$ cat config.mk
export PLATFORM = sky130hd
export DESIGN_NAME = mod_mem_arbiter
export DESIGN_NICKNAME = d
export VERILOG_FILES = /design/src/rtl/mem_arbiter_pkg.sv /design/src/rtl/mod_rr_arbiter2.sv /design/src/rtl/mod_mem_arbiter.sv
export VERILOG_INCLUDE_DIRS = /design/src /design/src/rtl
export SDC_FILE = /design/constraint.sdc
export NUM_CORES = 1
export LEC_CHECK = 0
export ABC_AREA = 1
export BUFFER_PORTS_ARGS = -buffer_cell sky130_fd_sc_hd__buf_2
export CAP_MARGIN = 20
export CORE_MARGIN = 5
export CORE_UTILIZATION = 47
export CTS_BUF_LIST = sky130_fd_sc_hd__clkbuf_2 sky130_fd_sc_hd__clkbuf_4 sky130_fd_sc_hd__clkbuf_8
export CTS_CLUSTER_SIZE = 14
export DETAILED_ROUTE_END_ITERATION = 8
export PLACE_DENSITY = 0.82
export SYNTH_ARGS = -nofsm -noshare
export SYNTH_HDL_FRONTEND = slang
export SYNTH_SLANG_ARGS = --single-unit
$ cat constraint.sdc
create_clock -name clk_i -period 1.5 [get_ports clk_i]
set_input_delay 0.15 -clock clk_i [delete_from_list [all_inputs] [get_ports clk_i]]
set_output_delay 0.15 -clock clk_i [all_outputs]
set_load 0.01 [all_outputs]
$ cat src/rtl/system_defines.svh
`ifndef SYSTEM_DEFINES_SVH
`define SYSTEM_DEFINES_SVH

`define XLEN 32
`define BYTEENABLE_WIDTH 4

`endif

$ cat src/rtl/mem_arbiter_pkg.sv
// Shared types for the two-port memory arbiter: FSM states, port IDs, command payload.
`include "system_defines.svh"

package mem_arbiter_pkg;

  localparam int unsigned XLEN = `XLEN;
  localparam int unsigned BE_W = `BYTEENABLE_WIDTH;

  typedef enum logic [1:0] {
    IDLE      = 2'd0,
    ISSUE     = 2'd1,
    READ_WAIT = 2'd2,
    RESPOND   = 2'd3
  } state_e;

  typedef enum logic {
    PORT0 = 1'b0,
    PORT1 = 1'b1
  } port_id_e;

  // Command captured from the winning requester; write=0 means read.
  typedef struct packed {
    logic [XLEN-1:0] address;
    logic [XLEN-1:0] writedata;
    logic [BE_W-1:0] byteenable;
    logic            write;
  } mem_cmd_t;

endpackage

$ cat src/rtl/mod_rr_arbiter2.sv
// Combinational two-way round-robin picker: on a tie the port not granted last wins.
module mod_rr_arbiter2
  import mem_arbiter_pkg::*;
(
  input  logic       req0,
  input  logic       req1,
  input  port_id_e   last_grant,
  output logic [1:0] grant_c,
  output port_id_e   port_id_c
);

  // Pick the winner; grant_c is one-hot, all-zero when nobody requests.
  always_comb begin
    grant_c   = 2'b00;
    port_id_c = PORT0;
    if (req0 && req1) begin
      if (last_grant == PORT1) begin
        grant_c   = 2'b01;
        port_id_c = PORT0;
      end else begin
        grant_c   = 2'b10;
        port_id_c = PORT1;
      end
    end else if (req0) begin
      grant_c   = 2'b01;
      port_id_c = PORT0;
    end else if (req1) begin
      grant_c   = 2'b10;
      port_id_c = PORT1;
    end
  end

endmodule

$ cat src/rtl/mod_mem_arbiter.sv
// Arbitrates instruction- and data-cache requests onto one memory port,
// one transaction at a time, with round-robin fairness on ties.
module mod_mem_arbiter
  import mem_arbiter_pkg::*;
(
  input  logic            clk_i,
  input  logic            rst_ni,

  input  logic [XLEN-1:0] p0_address_i,
  input  logic [XLEN-1:0] p0_writedata_i,
  input  logic            p0_read_i,
  input  logic            p0_write_i,
  input  logic [BE_W-1:0] p0_byteenable_i,
  output logic [XLEN-1:0] p0_readdata_o,
  output logic            p0_stb_o,

  input  logic [XLEN-1:0] p1_address_i,
  input  logic [XLEN-1:0] p1_writedata_i,
  input  logic            p1_read_i,
  input  logic            p1_write_i,
  input  logic [BE_W-1:0] p1_byteenable_i,
  output logic [XLEN-1:0] p1_readdata_o,
  output logic            p1_stb_o,

  output logic [XLEN-1:0] mem_address_o,
  output logic [XLEN-1:0] mem_writedata_o,
  output logic            mem_read_o,
  output logic            mem_write_o,
  output logic [BE_W-1:0] mem_byteenable_o,
  input  logic            mem_waitrequest_i,
  input  logic [XLEN-1:0] mem_readdata_i,
  input  logic            mem_readdatavalid_i
);

  state_e   state;
  port_id_e last_grant;
  port_id_e owner;
  logic     cmd_write;

  logic       req0_c;
  logic       req1_c;
  logic [1:0] grant_c;
  port_id_e   port_id_c;
  mem_cmd_t   sel_cmd_c;

  assign req0_c = p0_read_i | p0_write_i;
  assign req1_c = p1_read_i | p1_write_i;

  mod_rr_arbiter2 u_rr (
    .req0      (req0_c),
    .req1      (req1_c),
    .last_grant(last_grant),
    .grant_c   (grant_c),
    .port_id_c (port_id_c)
  );

  // Mux the winner's command; a simultaneous read+write is taken as a write.
  always_comb begin
    sel_cmd_c = '0;
    if (port_id_c == PORT1) begin
      sel_cmd_c.address    = p1_address_i;
      sel_cmd_c.writedata  = p1_writedata_i;
      sel_cmd_c.byteenable = p1_byteenable_i;
      sel_cmd_c.write      = p1_write_i;
    end else begin
      sel_cmd_c.address    = p0_address_i;
      sel_cmd_c.writedata  = p0_writedata_i;
      sel_cmd_c.byteenable = p0_byteenable_i;
      sel_cmd_c.write      = p0_write_i;
    end
  end

  // Transaction FSM with registered memory command and per-port response.
  always_ff @(posedge clk_i or negedge rst_ni) begin
    if (!rst_ni) begin
      state            <= IDLE;
      last_grant       <= PORT1;
      owner            <= PORT0;
      cmd_write        <= 1'b0;
      mem_address_o    <= '0;
      mem_writedata_o  <= '0;
      mem_byteenable_o <= '0;
      mem_read_o       <= 1'b0;
      mem_write_o      <= 1'b0;
      p0_stb_o         <= 1'b0;
      p1_stb_o         <= 1'b0;
      p0_readdata_o    <= '0;
      p1_readdata_o    <= '0;
    end else begin
      p0_stb_o      <= 1'b0;
      p1_stb_o      <= 1'b0;
      p0_readdata_o <= '0;
      p1_readdata_o <= '0;
      case (state)
        IDLE: begin
          if (grant_c != 2'b00) begin
            owner            <= port_id_c;
            last_grant       <= port_id_c;
            cmd_write        <= sel_cmd_c.write;
            mem_address_o    <= sel_cmd_c.address;
            mem_writedata_o  <= sel_cmd_c.writedata;
            mem_byteenable_o <= sel_cmd_c.byteenable;
            mem_write_o      <= sel_cmd_c.write;
            mem_read_o       <= ~sel_cmd_c.write;
            state            <= ISSUE;
          end
        end
        ISSUE: begin
          if (!mem_waitrequest_i) begin
            mem_address_o    <= '0;
            mem_writedata_o  <= '0;
            mem_byteenable_o <= '0;
            mem_read_o       <= 1'b0;
            mem_write_o      <= 1'b0;
            if (cmd_write) begin
              state <= RESPOND;
              if (owner == PORT1) p1_stb_o <= 1'b1;
              else                p0_stb_o <= 1'b1;
            end else begin
              state <= READ_WAIT;
            end
          end
        end
        READ_WAIT: begin
          if (mem_readdatavalid_i) begin
            state <= RESPOND;
            if (owner == PORT1) begin
              p1_stb_o      <= 1'b1;
              p1_readdata_o <= mem_readdata_i;
            end else begin
              p0_stb_o      <= 1'b1;
              p0_readdata_o <= mem_readdata_i;
            end
          end
        end
        RESPOND: begin
          state <= IDLE;
        end
        default: begin
          state <= IDLE;
        end
      endcase
    end
  end

endmodule

Word level (Yosys, flattened, before mapping)

Cells that the tools add are included.

Bits in latches: 0
Register bits: 141
RAM bits: 0
Output and inout bits: 136
Bits in read-only memories: 0
Memories kept: 0

Add/sub/neg operators: 0
Divide/modulo/power cells: 0
Muxes and demuxes: 43
Reduce and logical (&&, ||, !) cells: 7
Bitwise logic cells: 3
Multiply operators: 0
$lt $le $gt $ge: 0
Equality and inequality tests: 6
Shifts and indexed selects: 0

Operator list:

| cell                                                                  | number |
|---|---|
| 32-bit two-way mux                                                    | 9 |
| 32-bit case mux with 2 select lines                                   | 2 |
| 69-bit two-way mux                                                    | 1 |
| 1-bit two-way mux                                                     | 16 |
| 2-bit two-way mux                                                     | 7 |
| 4-bit two-way mux                                                     | 2 |
| 1-bit case mux with 2 select lines                                    | 4 |
| 2-bit case mux with 4 select lines                                    | 1 |
| 4-bit case mux with 2 select lines                                    | 1 |
| 2-bit != test, second input constant                                  | 3 |
| 3-bit AND reduction                                                   | 2 |
| 2-bit equality test, second input constant                            | 2 |
| 2-bit nonzero test                                                    | 2 |
| 2-bit by 1-bit equality test with 1-bit output, second input constant | 1 |
| 2-bit zero test                                                       | 1 |
| 1-bit bitwise OR                                                      | 2 |
| 2-bit AND reduction                                                   | 1 |
| 1-bit logical AND                                                     | 1 |
| 1-bit inverter                                                        | 1 |

Longest topological paths before layout

Gate-level depths: netlist of the first run.

Depth in word-level cells: 8
Gate-level depth with buffers: 9
Depth with buffers taken out: 8

Hierarchy

A second synthesis of the first run with hierarchy kept.

Cells, all modules: 756
Area total of the unflattened synthesis: 6118.4 um2

By module, submodules not included:

| module          | area each (um2) | cells an instance | times used | seq. area each (um2) |
|---|---|---|---|---|
| mod_mem_arbiter | 6089.6          | 750               | 1          | 3529.6 |
| mod_rr_arbiter2 | 28.8            | 6                 | 1          | 0.0 |

Worst setup path before layout of the first run

No wires, ideal clock.

Path kind: flip-flop to flip-flop
Start point: reg state[0]
End point: reg mem_address_o[22]
Library setup time: 65 ps
Data arrival time: 1305 ps
Period minus slack after synthesis: 1370 ps
Setup slack: 130 ps
Stages on the path, launching flop included: 8
Buffers on the path: 1
Cells stage by stage: dfrtp_1 > inv_1 > ha_1 > nand2_1 > nor2_2 > buf_2 > nand3_1 > nand2_1

Word-level cells in the longest chain between the ends: 3
Elaborated cells between the ends (all ways): 7
Those cells by class: eq/ne (3); mux (1); reduce/logical (3)

Ends and longest elaborated chain:

| item                                                                              | RTL line               | text |
|---|---|---|
| start: declaration                                                                | mod_mem_arbiter.sv:35  | `state_e state;` |
| start signal: assignment                                                          | mod_mem_arbiter.sv:76  | `state <= IDLE;` |
| start signal: assignment                                                          | mod_mem_arbiter.sv:105 | `state <= ISSUE;` |
| start signal: assignment                                                          | mod_mem_arbiter.sv:116 | `state <= RESPOND;` |
| 2-bit by 1-bit equality test with 1-bit output or 2-bit zero test (tied branches) | mod_mem_arbiter.sv:94  | `case (state)` |
| 2-bit != test (no line) or 2-bit nonzero test (tied branches)                     | --                     |  |
| 3-bit AND reduction (no line)                                                     | --                     |  |
| end signal: assignment                                                            | mod_mem_arbiter.sv:100 | `mem_address_o <= sel_cmd_c.address;` |
| end: declaration                                                                  | mod_mem_arbiter.sv:25  | `output logic [XLEN-1:0] mem_address_o,` |

Parallel ways exist; a longest one is shown, timed or not.
A chain may end at the register's enable or synchronous reset.

Worst setup path after layout of the first run

Start point: reg state[1]
End point: reg mem_address_o[4]

The elaborated chain is that of the path after synthesis.

==> metrics.yaml, run 1 <==
status: "finished clean"
synthAdderAreaFrac_pct: 0.604
p_switching_uw: 6500
yosys.area_share.simple_pct: 32.4
n_fill_cell: 830
cts_sinks: 141
synth_xor_area_share_pct: 0
grt_overflow: 0
wl_per_cell_um: 17.0
slowest_stage: "dfrtp_1"
synth_cell_type_count: 18
skew_ps: 19.3
clk_pin_slew_worst_paths_ps: 90
maxCapViolCount: 0
cts_htree_levels: 4
dieHeight_um: 125
p_seq_share_pct: 34.8
fin_crit_sh_pct: 96.3
final_antenna_net_count: 0
synth-seq-area-share_pct: 56.7
critPathLaunchType: "register"
whs_endpoint: "mem_address_o[25]"
core-area_sq_um: 13100
arrival_ps: 1840
layout_setup_ws_ps: 55.4
path_class: "register to register"
rr_worst_depth: 8
syn_inst: 744
fp.dieW_um: 125
tightest_slew_ps: 430
drt_iter0_drc: 478
synth_area_sq_um: 6220
synth_nets: 923
p_comb_share_pct: 44.7
worst_hold_slack_ps: 22.7
end_kind: "register"
critical_path.max_stage_delay_ps: 390
cts_root_buffer: "clkbuf_8"
dp_hpwl_um: 13500
crit_family: "simple AND/OR/NAND/NOR gates"
rr_endpoint: "mem_address_o[4]"
grt_start_max_net_pins: 50
io_pins: 312
tns_ps: 0
place_congestion: 0.856
grt_pass1_wl_um: 36900
p_sw_share_pct: 41.5
synth-seq-cells: 141
totalWireLength_um: 23300
vdd_drop_max_v: 0.00102
cts_tree: "yes"
report.final.setup_viol: 0
clock.fmax_mhz: 692
pre_cts_ws_ps: -31.4
clkPwrFrac_pct: 20.4
clk_latency_ps: 450
die-area_sq_um: 15600
cts_made_buffers: 17
synth.mux.area_fraction_pct: 0
path_cells: "inv_2, ha_4, nand2_2, nor2_4, buf_12, buf_12, nand3_1, nand2_1"
cp_data_required_time_ps: 1890
first_global_vias: 7202
route.detailed.drc: 0
numPortBuffers: 311
cts_buffer_depth: 2
synth_compound_area_share_pct: 0.624
critPathBufInv: 3
ys_warn_count: 0
crit_fanout: 17
leakage_uw: 0.00587
firstDrtPassIters: 5
synth_top_family_by_area: "simple AND/OR/NAND/NOR gates"
routed_via_density: 4.98
antenna_found_initial: 2
syn_area_per_cell_sq_um: 8.36
crit_top_cell: "buf_12"
syn_to_final_growth_pct: 59.4
vias: 6838
r2r_slack_ps: 60
initial_core_util_pct: 47.5
slew_violations: 0
r2r_start: "state[1]"
grt_use_total_pct: 29.7
power_density_nw_per_um2: 1580
min_path_cells: 5
nNetsFinal: 1360
fin_crit_ps: 1440
min_path_type: "primary input to register"
total_power_uw: 15700
internal_power_uw: 9180
max_slew_margin_pct: 71.3
hold_start: "p0_address_i[25]"
hold_viol: 0
drive_gt1_share_pct: 31.9
row_count: 42
==> flip-flops by register name, indices dropped and copies added, names as in the netlist, 2 cells and up <==
register          cells
mem_address_o        32
mem_byteenable_o      4
mem_writedata_o      32
p0_readdata_o        32
p1_readdata_o        32
state                 2
==> how the worst max path moves through the flow <==
stage,from,endpoint,slack (ps),depth (start not counted)
global placement,state[0],mem_writedata_o[27],60,8
detailed placement,state[0],mem_address_o[7],-30,8
floorplan,state[0],mem_address_o[22],130,7
CTS,state[0],mem_address_o[5],40,8
finish,state[1],mem_address_o[4],60,8
global route,state[1],mem_writedata_o[28],-20,8
==> cells in the final DEF, fill, tap and decap left out <==
cell             n
nand3_1         76
buf_2          310
inv_6            3
nor2_1          66
dfrtp_1        140
clkbuf_16        2
o21ai_0          4
nand2_1        225
clkinv_8         4
clkinv_4         1
buf_6            3
nand3b_1        68
clkbuf_8        17
dlygate4sd3_1  123
nand2_4          1
nor2_4           1
inv_8            6
a21oi_1          2
buf_12          12
inv_1          108
bufinv_16        1
inv_2            3
nand2_2          2
nor2_2           2
o21ai_4          1
diode_2          2
dfstp_2          1
buf_4            9
ha_1             1
ha_4             2
==> cell usage after synthesis <==
library cell  count  area (sq um)
inv_1           110           413
clkbuf_1         19          71.3
buf_2            18          90.1
nand2_2           2          12.5
nor2_2            1          6.26
dfrtp_1         140          3500
buf_1             2          7.51
o21ai_2           1          8.76
ha_1              3          37.5
nor2_1           68           255
o21ai_0           4          20.0
inv_2             1          3.75
nand3b_1         68           510
a21oi_1           2          10.0
nand2_1         226           848
dfstp_2           1          26.3
buf_4             2          15.0
nand3_1          76           380
==> power by group through the flow <==
stage | clock network, uW | registers [uW] | logic, uW
6_report | 3210 | 5460 | 7020
5_1_grt | 3450 | 5570 | 7720
4_1_cts | 3270 | 5420 | 6470
3_5_place_dp | 0 | 5480 | 6190
3_3_place_gp | 0 | 5450 | 6070
2_1_floorplan | 0 | 5930 | 3060
==> routing by layer <==
| layer | vias to the layer above | track usage, % | wire length [um] |
|---|---|---|---|
| met3 | 103 | 10.8 | 2440 |
| met1 | 3149 | 34.0 | 8350 |
| li1 | 3148 | - | - |
| met5 | - | 0 | 13 |
| met4 | 2 | 18.2 | 1270 |
| met2 | 436 | 47.5 | 11200 |
==> worst register-to-register path, stage by stage (launching register included) <==
cell     delay, ps
dfrtp_1        390
inv_2          100
ha_4           160
nand2_2        100
nor2_4         180
buf_12         140
buf_12         150
nand3_1        110
nand2_1         80
==> repair_timing <==
action | in CTS | in global routing
resized for setup | 2 | 10
pin swaps | 0 | 2
cloned | 0 | 2
hold buffers | 123 | 0
endpoints found under the hold margin | 263 | 0
buffers inserted | 0 | 3
setup endpoints to repair | 17 | 68
==> per-stage QoR <==
step	instance area, sq um	utilization (%)	cells
after floorplan	6220	-	744
after global placement	8120	62.0	1210
after detailed placement	8120	62.0	1210
after CTS	9790	74.8	1365
after global routing	9910	75.8	1371
final	9920	75.8	1372
==> logic make-up (layout without fill, tap and decap cells) <==
logic type / after synthesis / in the layout
and+or+nand+nor: 441 / 441
buffers and inverters: 152 / 602
DFF: 141 / 141
AOI/OAI and AO/OA: 7 / 7
adders and majority gates: 3 / 3
other: 0 / 2
==> layout make-up <==
type / count / area (sq um) / share of cell area, %
Multi-Input combinational cell: 451 / 2140 / 21.6
Tap cell: 176 / 220 / 2.22
Clock inverter: 15 / 198 / 1.99
Timing Repair Buffer: 459 / 3170 / 32.0
Inverter: 111 / 417 / 4.20
Sequential cell: 141 / 3530 / 35.6
Antenna cell: 2 / 5.00 / 0.0505
Clock buffer: 17 / 234 / 2.36
Note: power is estimated with default switching activity, not from simulation.
==> run 2: changes to the inputs <==
GPL_TIMING_DRIVEN = 0   (was unset)
==> run 2 against run 1 <==
Against the previous run: the run now ends with negative setup slack left; register-to-register slack got worse by 80 ps; non-clock buffer count is 10 higher; hold slack improved by 5.9 ps; sequential share of layout area decreased by 0.58 points; global-route usage is 0.13 points higher; combinational power increased by 20%; via count increased by 3.6%; count of clock-buffer cells in the layout rose by 2.
==> metrics.yaml, run 2 (synthesized netlist as in run 1, its figures left out) <==
dp_hpwl_um: 14700  # +9.2%
slowest_stage: "dfrtp_1"
min_path_type: "primary input to register"
cts_root_buffer: "clkbuf_8"
end_kind: "register"
hold_start: "p0_address_i[21]"
rr_endpoint: "p0_readdata_o[21]"
r2r_start: "state[0]"
report.final.setup_viol: 4  # +4
cts_made_buffers: 17  # unchanged
drt_iter0_drc: 547  # +14%
vdd_drop_max_v: 0.000882  # -14%
numPortBuffers: 311  # unchanged
worst_hold_slack_ps: 28.6  # +5.92 ps
wl_per_cell_um: 18.1  # +6.7%
max_slew_margin_pct: 48.4  # -23 points
die-area_sq_um: 15600  # unchanged
wl_met1_um: 8790  # +5.2%
path_class: "register to register"
internal_power_uw: 9940  # +8.2%
p_seq_share_pct: 32.4  # -2.4 points
violations: "negative setup slack"
final_core_util_pct: 77.0  # +1.3 points
path_cells: "inv_2, ha_1, nand3_1, buf_2, nor2_1"
layout_setup_ws_ps: -20.9  # -76.2 ps
arrival_ps: 1890  # +50 ps
initial_core_util_pct: 47.5  # unchanged
power_density_nw_per_um2: 1670  # +5.9%
status: "finished, violations left"
maxCapViolCount: 0  # unchanged
clkPwrFrac_pct: 17.8  # -2.6 points
wl_met3_um: 2580  # +5.8%
worstSetupStartpoint: "state[0]"
drive_gt1_share_pct: 35.6  # +3.7 points
antenna_found_initial: 1  # -1
min_path_cells: 5  # unchanged
route.detailed.drc: 0  # unchanged
p_comb_share_pct: 49.8  # +5.1 points
vias: 7087  # +3.6%
tightest_slew_ps: 775  # +344 ps
clk_pin_slew_worst_paths_ps: 90  # about the same
syn_to_final_growth_pct: 62.1
total_power_uw: 16900  # +7.6%
fp.dieW_um: 125  # unchanged
first_global_vias: 7178  # -0.33%
dpl.cell_count: 1232  # +1.8%
leakage_uw: 0.00591  # +0.59%
cp_data_required_time_ps: 1870  # -20 ps
dr.max_layer_used: "met4"
dieHeight_um: 125  # unchanged
row_count: 42  # unchanged
crit_fanout: 10  # -7
grt_overflow: 0  # unchanged
cts_buffer_depth: 2  # unchanged
hold_viol: 0  # unchanged
fin_crit_sh_pct: 101  # +5.1 points
cts_htree_levels: 4  # unchanged
skew_ps: 10.3  # -8.98 ps
final_cell_mix: "buf_2 (319), nand2_1 (209), dfrtp_1 (140), inv_1 (107), dlygate4sd3_1 (107)"
p_switching_uw: 6940  # +6.8%
grt_setup_unrepaired: "yes"
routed_via_density: 5.12  # +2.7%
cts_sinks: 141  # unchanged
clk_latency_ps: 450  # about the same
grt_start_max_net_pins: 81  # +62%
core-area_sq_um: 13100  # unchanged
place_congestion: 0.903  # +5.6%
clock.fmax_mhz: 658  # -5.0%
cts_tree: "yes"
final_antenna_net_count: 0  # unchanged
critPathLaunchType: "register"
final_common_cell: "buf_2"
totalWireLength_um: 25100  # +7.6%
p_sw_share_pct: 41.1  # -0.33 points
nNetsFinal: 1371  # +0.81%
firstDrtPassIters: 5  # unchanged
r2r_slack_ps: -20  # -80 ps
fin_cells: 1384  # +0.87%
grt_use_total_pct: 29.8  # +0.13 points
io_pins: 312  # unchanged
dr_wl_met2_um: 12500  # +11%
crit_family: "flip-flops"
critPathBufInv: 2  # -1
critical_path.max_stage_delay_ps: 440  # +50 ps
grt_pass1_wl_um: 36900  # about the same
rr_worst_depth: 5  # -3
slew_violations: 0  # unchanged
whs_endpoint: "mem_address_o[21]"
fin_crit_ps: 1520  # +76.2 ps
run 2: cell type report:
cell class / instances / area, sq um
clock buffers: 19 / 255
fillers: 813 / 3000
plain buffers: 40 / 342
inverters: 111 / 417
multi-input cells: 452 / 2330
diodes: 3 / 7.51
repair buffers: 429 / 2850
flip-flops and latches: 141 / 3530
clock inverters: 13 / 130
well taps: 176 / 220
run 2: worst max path at each step:
stage,to,depth (start not counted),slack [ps]
3_5_place_dp,mem_writedata_o[1],7,-380
2_1_floorplan,mem_address_o[22],7,130
5_1_grt,p1_readdata_o[1],5,-80
3_3_place_gp,mem_address_o[10],1,-1700
6_report,p0_readdata_o[21],5,-20
4_1_cts,mem_writedata_o[15],8,2
run 2: worst min-delay path, stage by stage:
cell and delay, ps:
buf_2 80, inv_1 30, nand2_1 50, nand3_1 70
nand2_1 60
run 2: stage by stage:
| step | worst slack [ps] | TNS, ps | instance area, sq um |
|---|---|---|---|
| floorplan | 130 | 0 | 6220 |
| global placement | -1700 | -260840 | 8000 |
| detailed placement | -378 | -24870 | 8030 |
| CTS | 1.82 | 0 | 9620 |
| global route | -77.9 | -4610 | 10100 |
| finish | -20.9 | -50.9 | 10100 |
run 2: repair_timing:
action                                 4_1_cts  5_1_grt
hold buffers                               107        0
pin swaps                                    2        9
resized for setup                           38       80
setup endpoints to repair                  130      127
gates cloned                                 0        7
endpoints found under the hold margin      193        0
buffers inserted                             2        2
run 2: power by group through the flow:
stage / Sequential, uW / Combinational (uW) / Clock [uW]
final: 5470 / 8410 / 3010
after global routing: 5570 / 9110 / 3230
after CTS: 5390 / 6690 / 3030
after detailed placement: 5450 / 6040 / 0
after global placement: 5420 / 5920 / 0
after floorplan: 5930 / 3060 / 0
run 2: routing by layer:
layer	vias to the layer above	global-route usage (%)
li1	3166	-
met1	3328	34.1
met5	-	0
met2	493	50.5
met4	0	14.4
met3	100	9.68
